File: config.mk
export PLATFORM = sky130hd
export DESIGN_NAME = enigma_rotor_stepper
export DESIGN_NICKNAME = d
export VERILOG_FILES = /design/src/rtl/enigma_rotor_stepper.sv
export SDC_FILE = /design/constraint.sdc
export NUM_CORES = 1
export LEC_CHECK = 0
export ABC_CLOCK_PERIOD_IN_PS = 1600
export CORE_ASPECT_RATIO = 2
export CORE_MARGIN = 5
export CORE_UTILIZATION = 46
export DETAILED_ROUTE_END_ITERATION = 7
export PLACE_DENSITY = 0.77
export SYNTH_ARGS = -nofsm -noshare
export SYNTH_HDL_FRONTEND = slang
export SYNTH_SLANG_ARGS = --single-unit
File: constraint.sdc
create_clock -name clk -period 1.6 [get_ports clk]
set_input_delay 0.32 -clock clk [delete_from_list [all_inputs] [get_ports clk]]
set_output_delay 0.32 -clock clk [all_outputs]
set_load 0.005 [all_outputs]
File: src/rtl/enigma_rotor_stepper.sv
// Enigma rotor position controller: steps rot1..rot3 per keypress with notch rules,
// holds them for a settle window, then pulses step_done. ENIGMA_DOUBLE_STEP_EN selects historical double-step.
module enigma_rotor_stepper #(
  parameter int unsigned NOTCH3        = 21,
  parameter int unsigned NOTCH2        = 4,
  parameter int unsigned SETTLE_CYCLES = 2
) (
  input  logic       clk,
  input  logic       rst_n,
  input  logic       key_valid,
  output logic       key_ready,
  input  logic       load,
  input  logic [4:0] load_pos1,
  input  logic [4:0] load_pos2,
  input  logic [4:0] load_pos3,
  output logic [4:0] rot1,
  output logic [4:0] rot2,
  output logic [4:0] rot3,
  output logic       step_done
);

  localparam int unsigned PW = 5;
  localparam int unsigned CW = 4;
  localparam logic [PW-1:0] LAST_POS = PW'(25);
  localparam logic [CW-1:0] CNT_INIT = CW'(SETTLE_CYCLES - 1);

  typedef enum logic [1:0] {IDLE, SETTLE, DONE} state_t;

  state_t          state_q, state_d;
  logic [CW-1:0]   cnt_q, cnt_d;
  logic            by_step_q, by_step_d;
  logic [PW-1:0]   rot1_d, rot2_d, rot3_d;
  logic            key_ready_d, step_done_d;
  logic            hit3, hit2, step2, step1;

  function automatic logic [PW-1:0] pos_inc(input logic [PW-1:0] p);
    return (p == LAST_POS) ? '0 : p + PW'(1);
  endfunction

  // Operator start positions 26..31 fold back onto 0..5.
  function automatic logic [PW-1:0] pos_fold(input logic [PW-1:0] p);
    return (p > LAST_POS) ? p - PW'(26) : p;
  endfunction

  assign hit3 = (rot3 == PW'(NOTCH3));
  assign hit2 = (rot2 == PW'(NOTCH2));

`ifdef ENIGMA_DOUBLE_STEP_EN
  assign step2 = hit3 | hit2;
  assign step1 = hit2;
`else
  assign step2 = hit3;
  assign step1 = hit2 & hit3;
`endif

  // Next-state and next-output logic; load overrides everything, including a pending step.
  always_comb begin
    state_d   = state_q;
    cnt_d     = cnt_q;
    by_step_d = by_step_q;
    rot1_d    = rot1;
    rot2_d    = rot2;
    rot3_d    = rot3;

    if (load) begin
      rot1_d    = pos_fold(load_pos1);
      rot2_d    = pos_fold(load_pos2);
      rot3_d    = pos_fold(load_pos3);
      state_d   = SETTLE;
      cnt_d     = CNT_INIT;
      by_step_d = 1'b0;
    end else begin
      case (state_q)
        IDLE: begin
          if (key_valid) begin
            rot3_d    = pos_inc(rot3);
            rot2_d    = step2 ? pos_inc(rot2) : rot2;
            rot1_d    = step1 ? pos_inc(rot1) : rot1;
            state_d   = SETTLE;
            cnt_d     = CNT_INIT;
            by_step_d = 1'b1;
          end
        end
        SETTLE: begin
          if (cnt_q == '0) begin
            state_d = by_step_q ? DONE : IDLE;
          end else begin
            cnt_d = cnt_q - CW'(1);
          end
        end
        DONE:    state_d = IDLE;
        default: state_d = IDLE;
      endcase
    end

    key_ready_d = (state_d == IDLE);
    step_done_d = (state_d == DONE);
  end

  always_ff @(posedge clk or negedge rst_n) begin
    if (!rst_n) begin
      state_q   <= IDLE;
      cnt_q     <= '0;
      by_step_q <= 1'b0;
      rot1      <= '0;
      rot2      <= '0;
      rot3      <= '0;
      key_ready <= 1'b1;
      step_done <= 1'b0;
    end else begin
      state_q   <= state_d;
      cnt_q     <= cnt_d;
      by_step_q <= by_step_d;
      rot1      <= rot1_d;
      rot2      <= rot2_d;
      rot3      <= rot3_d;
      key_ready <= key_ready_d;
      step_done <= step_done_d;
    end
  end

endmodule
==> After elaboration in Yosys (flattened, before gate mapping) <==
Index checks and enable logic that the tools add are counted.
{ "op_classes": {"n_addsub": 7, "magnitude_cmp": 3, "n_eq_ne": 9, "n_mux": 29, "bitwise": 1, "n_reduce_logical": 12} }
{ "op_table": {"columns": ["op", "n"], "rows": [
  ["$mux 5", 17],
  ["$eq 5x5->1 const B", 4],
  ["$add 5x1->5 const B", 3],
  ["$gt 5x5->1 const B", 3],
  ["$sub 5x5->5 const B", 3],
  ["$mux 4", 3],
  ["$reduce_and 3->1", 3],
  ["$mux 2", 4],
  ["$pmux 4 s2", 1],
  ["$reduce_bool 2->1", 4],
  ["$ne 3x3->1 const B", 2],
  ["$eq 5x3->1 const B", 1],
  ["$logic_not 2->1", 2],
  ["$logic_not 4->1", 1],
  ["$pmux 2 s2", 1],
  ["$sub 4x1->4 const B", 1],
  ["$mux 1", 3],
  ["$reduce_bool 3->1", 1],
  ["$eq 2x1->1 const B", 1],
  ["$eq 2x2->1 const B", 1],
  ["$reduce_and 2->1", 1],
  ["$and 1x1->1", 1]
]} }
{ "totals": {"ff_bits": 24, "inputBits": 19, "out_inout_bits": 17, "elab_cells": 69} }

==> Longest topological paths before layout <==
{ "depth": {"word_depth": 6, "depth_mapped": 6} }

==> Worst setup path before layout <==
Ideal clock, no wire load.
{ "synth_timing": {"path_kind": "reg2reg", "startpoint": "register rot2[0]", "endpoint": "register rot1[2]", "setup_time_ps": 87, "arrival_ps": 1702, "required_ps": 1513, "slack_ps": -189, "stages_incl_launch_ff": 7, "path_buffers": 0, "period_less_slack_ps": 1789, "path_cell_list": "dfrtp_1 inv_1 ha_1 nor4bb_1 nand3_1 or4_1 o211ai_1"} }
{ "synth_between": {"elab_chain_len": 4} }
{ "synth_rtl": {"columns": ["item", "line_no", "text"], "rows": [
  ["start: declaration", "17", "output logic [4:0] rot2,"],
  ["start signal: assignment", "115", "rot2 <= rot2_d;"],
  ["$eq 5x3->1", "46", "assign hit2 = (rot2 == PW'(NOTCH2));"],
  ["$and 1x1->1", "53", "assign step1 = hit2 & hit3;"],
  ["$reduce_bool 2->1 (no line)", null, null],
  ["$reduce_and 3->1 (no line)", null, null],
  ["end signal: assignment", "114", "rot1 <= rot1_d;"],
  ["end: declaration", "16", "output logic [4:0] rot1,"]
]} }
No other way between the ends.
A chain may end at the register's enable or synchronous reset.

==> Final worst setup path <==
{ "layout_timing": {"startpoint": "register rot3[1]", "endpoint": "register rot2[3]"} }
{ "layout_between": {"elab_chain_len": 3} }
{ "layout_rtl": {"columns": ["item", "line_no", "text"], "rows": [
  ["start: declaration", "18", "output logic [4:0] rot3,"],
  ["start signal: assignment", "116", "rot3 <= rot3_d;"],
  ["$eq 5x5->1", "45", "assign hit3 = (rot3 == PW'(NOTCH3));"],
  ["$reduce_bool 2->1 (no line)", null, null],
  ["$reduce_and 3->1 (no line)", null, null]
]} }
No other way between the ends.

==> impl_metrics.toml <==
[run_status]
status = "complete, but fails checks"
violations = "negative setup slack"

[power_and_ir_drop]
report.power.total_mw = 2.66
leakage_nw = 1.43
powerDensity_nw_per_um2 = 892
ir_drop_uv = 734

[timing]
finalSetupViolCount = 14
fin_skew_ns = 0.0113
tns_ns = -1.62
slew_violations = 0
finalCritPeriodShare = 1.13
worst_pin_slew_ns = 0.387
fin_ws_ns = -0.206
max_freq_ghz = 0.554
hold_viol_final = 0
rsz0062_at_grt = "yes"
fin_crit_ns = 1.81
slew_headroom = 0.741

[clock_network]
cts.path.max_buffers = 2
cts_tree = "yes"
cts_root_buf = "clkbuf_8"
clk_pin_slew_worst_paths_ns = 0.10
cts_buffers = 3
cts.sinks = 24
cts.htree.levels = 1
clk_latency_ns = 0.28

[placed_design]
place_area_sq_um = 2500
finalWeightedCongestion = 0.883
dp_hpwl_microns = 3680
io_buffers = 35

[worst_setup_path]
worstPathCellList = "inv_2 > ha_4 > nand4b_1 > or4_4 > o311ai_1"
rr_worst_depth = 5
rr_startpoint = "rot3[1]"
critPathKind = "register to register"
crit_fanout = 3
critical_path_arrival_ns = 1.98
required_ns = 1.78
crit_cells = 5
max_stage_delay_ns = 0.59
r2r_slack_ns = -0.21
cp_slowest_cell = "or4_4"
end_kind = "register"
start_kind = "register"
critPathTopFamily = "simple AND/OR/NAND/NOR gates"
r2r_end = "rot2[3]"
worst-path-buf-inv = 1

[grt]
track_usage = 0.224
overflow = 0
grt_pass1_wl_microns = 8750
antenna_found_initial = 0
grt_start_max_net_pins = 25
grt_pass1_vias = 2000

[logic_synthesis]
synthFlopType = "dfrtp_1"
syn_inst = 186
synth.area.top_cells = "dfrtp_1, ha_1, o211ai_1, nand3_1, inv_1"
ys_warn_count = 0
synth_seq_cells = 24
synth_largest_area_cell = "dfrtp_1"
async_flop_share = 1.00
synth_top_area_share = 0.336
yosysMostFrequentCell = "dfrtp_1"
synth_common_cells = "dfrtp_1, inv_1, nand2_1"
ys_types = 50
synth_enable_flop_cells = 0
syn-num-nets = 220
avgSynthCellArea_sq_um = 9.22
ys_seq_area_frac = 0.351
syn_area_sq_um = 1720

[route]
antenna_left = 0
drt_wl_total_microns = 6390
num_vias = 2079
drtIter0Drc = 63
wl_per_cell_microns = 18.7
routed_via_density = 6.08
firstDrtPassIters = 4
drc = 0

[layout]
diodes = 0
nFillCells = 219
drive_gt1_frac = 0.440
design_area_sq_um = 2980
nets = 328
syn2layout_area_growth_pct = 73.7

[floorplanning]
die_x_microns = 53.2
rows = 31
initial_core_util = 0.476
core_area_sq_um = 3610
die_y_microns = 96.4
io_pins = 36
fp.dieArea_sq_um = 5120

[flow_run]
drv_cap = 0

[hold_path]
hp-class = "input port to asynchronous set/reset pin"
## state kept, by name (all words and copies together) (netlist names)
name and flops:
by_step_q 1, cnt_q 4, key_ready 1, rot1 5
rot2 5, rot3 5, state_q 2, step_done 1
## logic make-up (layout without fill, tap and decap cells)
| family | after synthesis | count (layout) | synth area share |
|---|---|---|---|
| and+or+nand+nor | 65 | 65 | 0.221 |
| AOI/OAI and AO/OA | 51 | 51 | 0.220 |
| DFF | 24 | 24 | 0.351 |
| buffers and inverters | 23 | 130 | 0.0547 |
| adders and majority gates | 15 | 15 | 0.109 |
| xor gates and xnor gates | 4 | 4 | 0.0204 |
| muxes | 4 | 4 | 0.0241 |
## how the worst max path moves through the flow
stage / startpoint / endpoint / slack [ns]
after global routing: rot3[1] / rot1[2] / -0.24
after CTS: state_q[1] / rot2[3] / -0.14
after global placement: load_pos1[1] / rot1[1] / -0.61
after detailed placement: load_pos1[1] / rot1[1] / -0.68
final: rot3[1] / rot2[3] / -0.21
after floorplan: rot3[1] / rot1[2] / -0.15
## repair_timing
| item | CTS | global route |
|---|---|---|
| hold buffers | 0 | 0 |
| pin swaps | 10 | 15 |
| buffers inserted | 14 | 14 |
| setup endpoints to repair | 24 | 27 |
| resized for setup | 35 | 54 |
## area by class of cell
| type | instances | area (sq um) | share of cell area |
|---|---|---|---|
| multi-input combinational | 139 | 1220 | 0.409 |
| inverter | 17 | 63.8 | 0.0214 |
| clock buffer | 4 | 55.1 | 0.0185 |
| tap | 49 | 61.3 | 0.0206 |
| timing repair buffer | 109 | 977 | 0.328 |
| sequential | 24 | 604 | 0.203 |
## per-layer routing
| layer | up-vias | global-route usage | wire length (microns) |
|---|---|---|---|
| met1 | 1025 | 0.248 | 2150 |
| met4 | 0 | 0.102 | 314 |
| met3 | 35 | 0.0217 | 279 |
| li1 | 918 | - | - |
| met2 | 101 | 0.413 | 3650 |
| met5 | - | 0 | 0 |
## report_power, final
| group | total (mW) | leakage [nW] | switching, mW | internal, mW |
|---|---|---|---|---|
| registers | 0.857 | 0.290 | 0.126 | 0.731 |
| clock network | 0.444 | 0.0288 | 0.224 | 0.221 |
| logic | 1.35 | 1.11 | 0.606 | 0.749 |
## placed cells by master (no fill, tap or decap), types with 6 or more instances in the layout
cell,Yosys,final
nand2_1,16,15
inv_2,0,8
dlymetal6s2s_1,0,10
nand3_1,13,10
nor2_1,6,6
buf_6,1,15
buf_4,0,59
inv_1,17,9
o211ai_1,11,11
ha_1,15,11
dfrtp_1,23,21
dlygate4sd2_1,0,10
clkdlybuf4s50_1,0,13
## metrics by stage
step / worst slack [ns] / hold slack (ns) / cells / util
floorplan: -0.152 / 0.0244 / 186 / -
global placement: -0.605 / 0.499 / 315 / 0.694
detailed placement: -0.682 / 0.504 / 315 / 0.694
CTS: -0.142 / 0.425 / 333 / 0.755
global route: -0.242 / 0.436 / 342 / 0.826
finish: -0.206 / 0.405 / 342 / 0.826
Note: power is estimated with default switching activity, not from simulation.
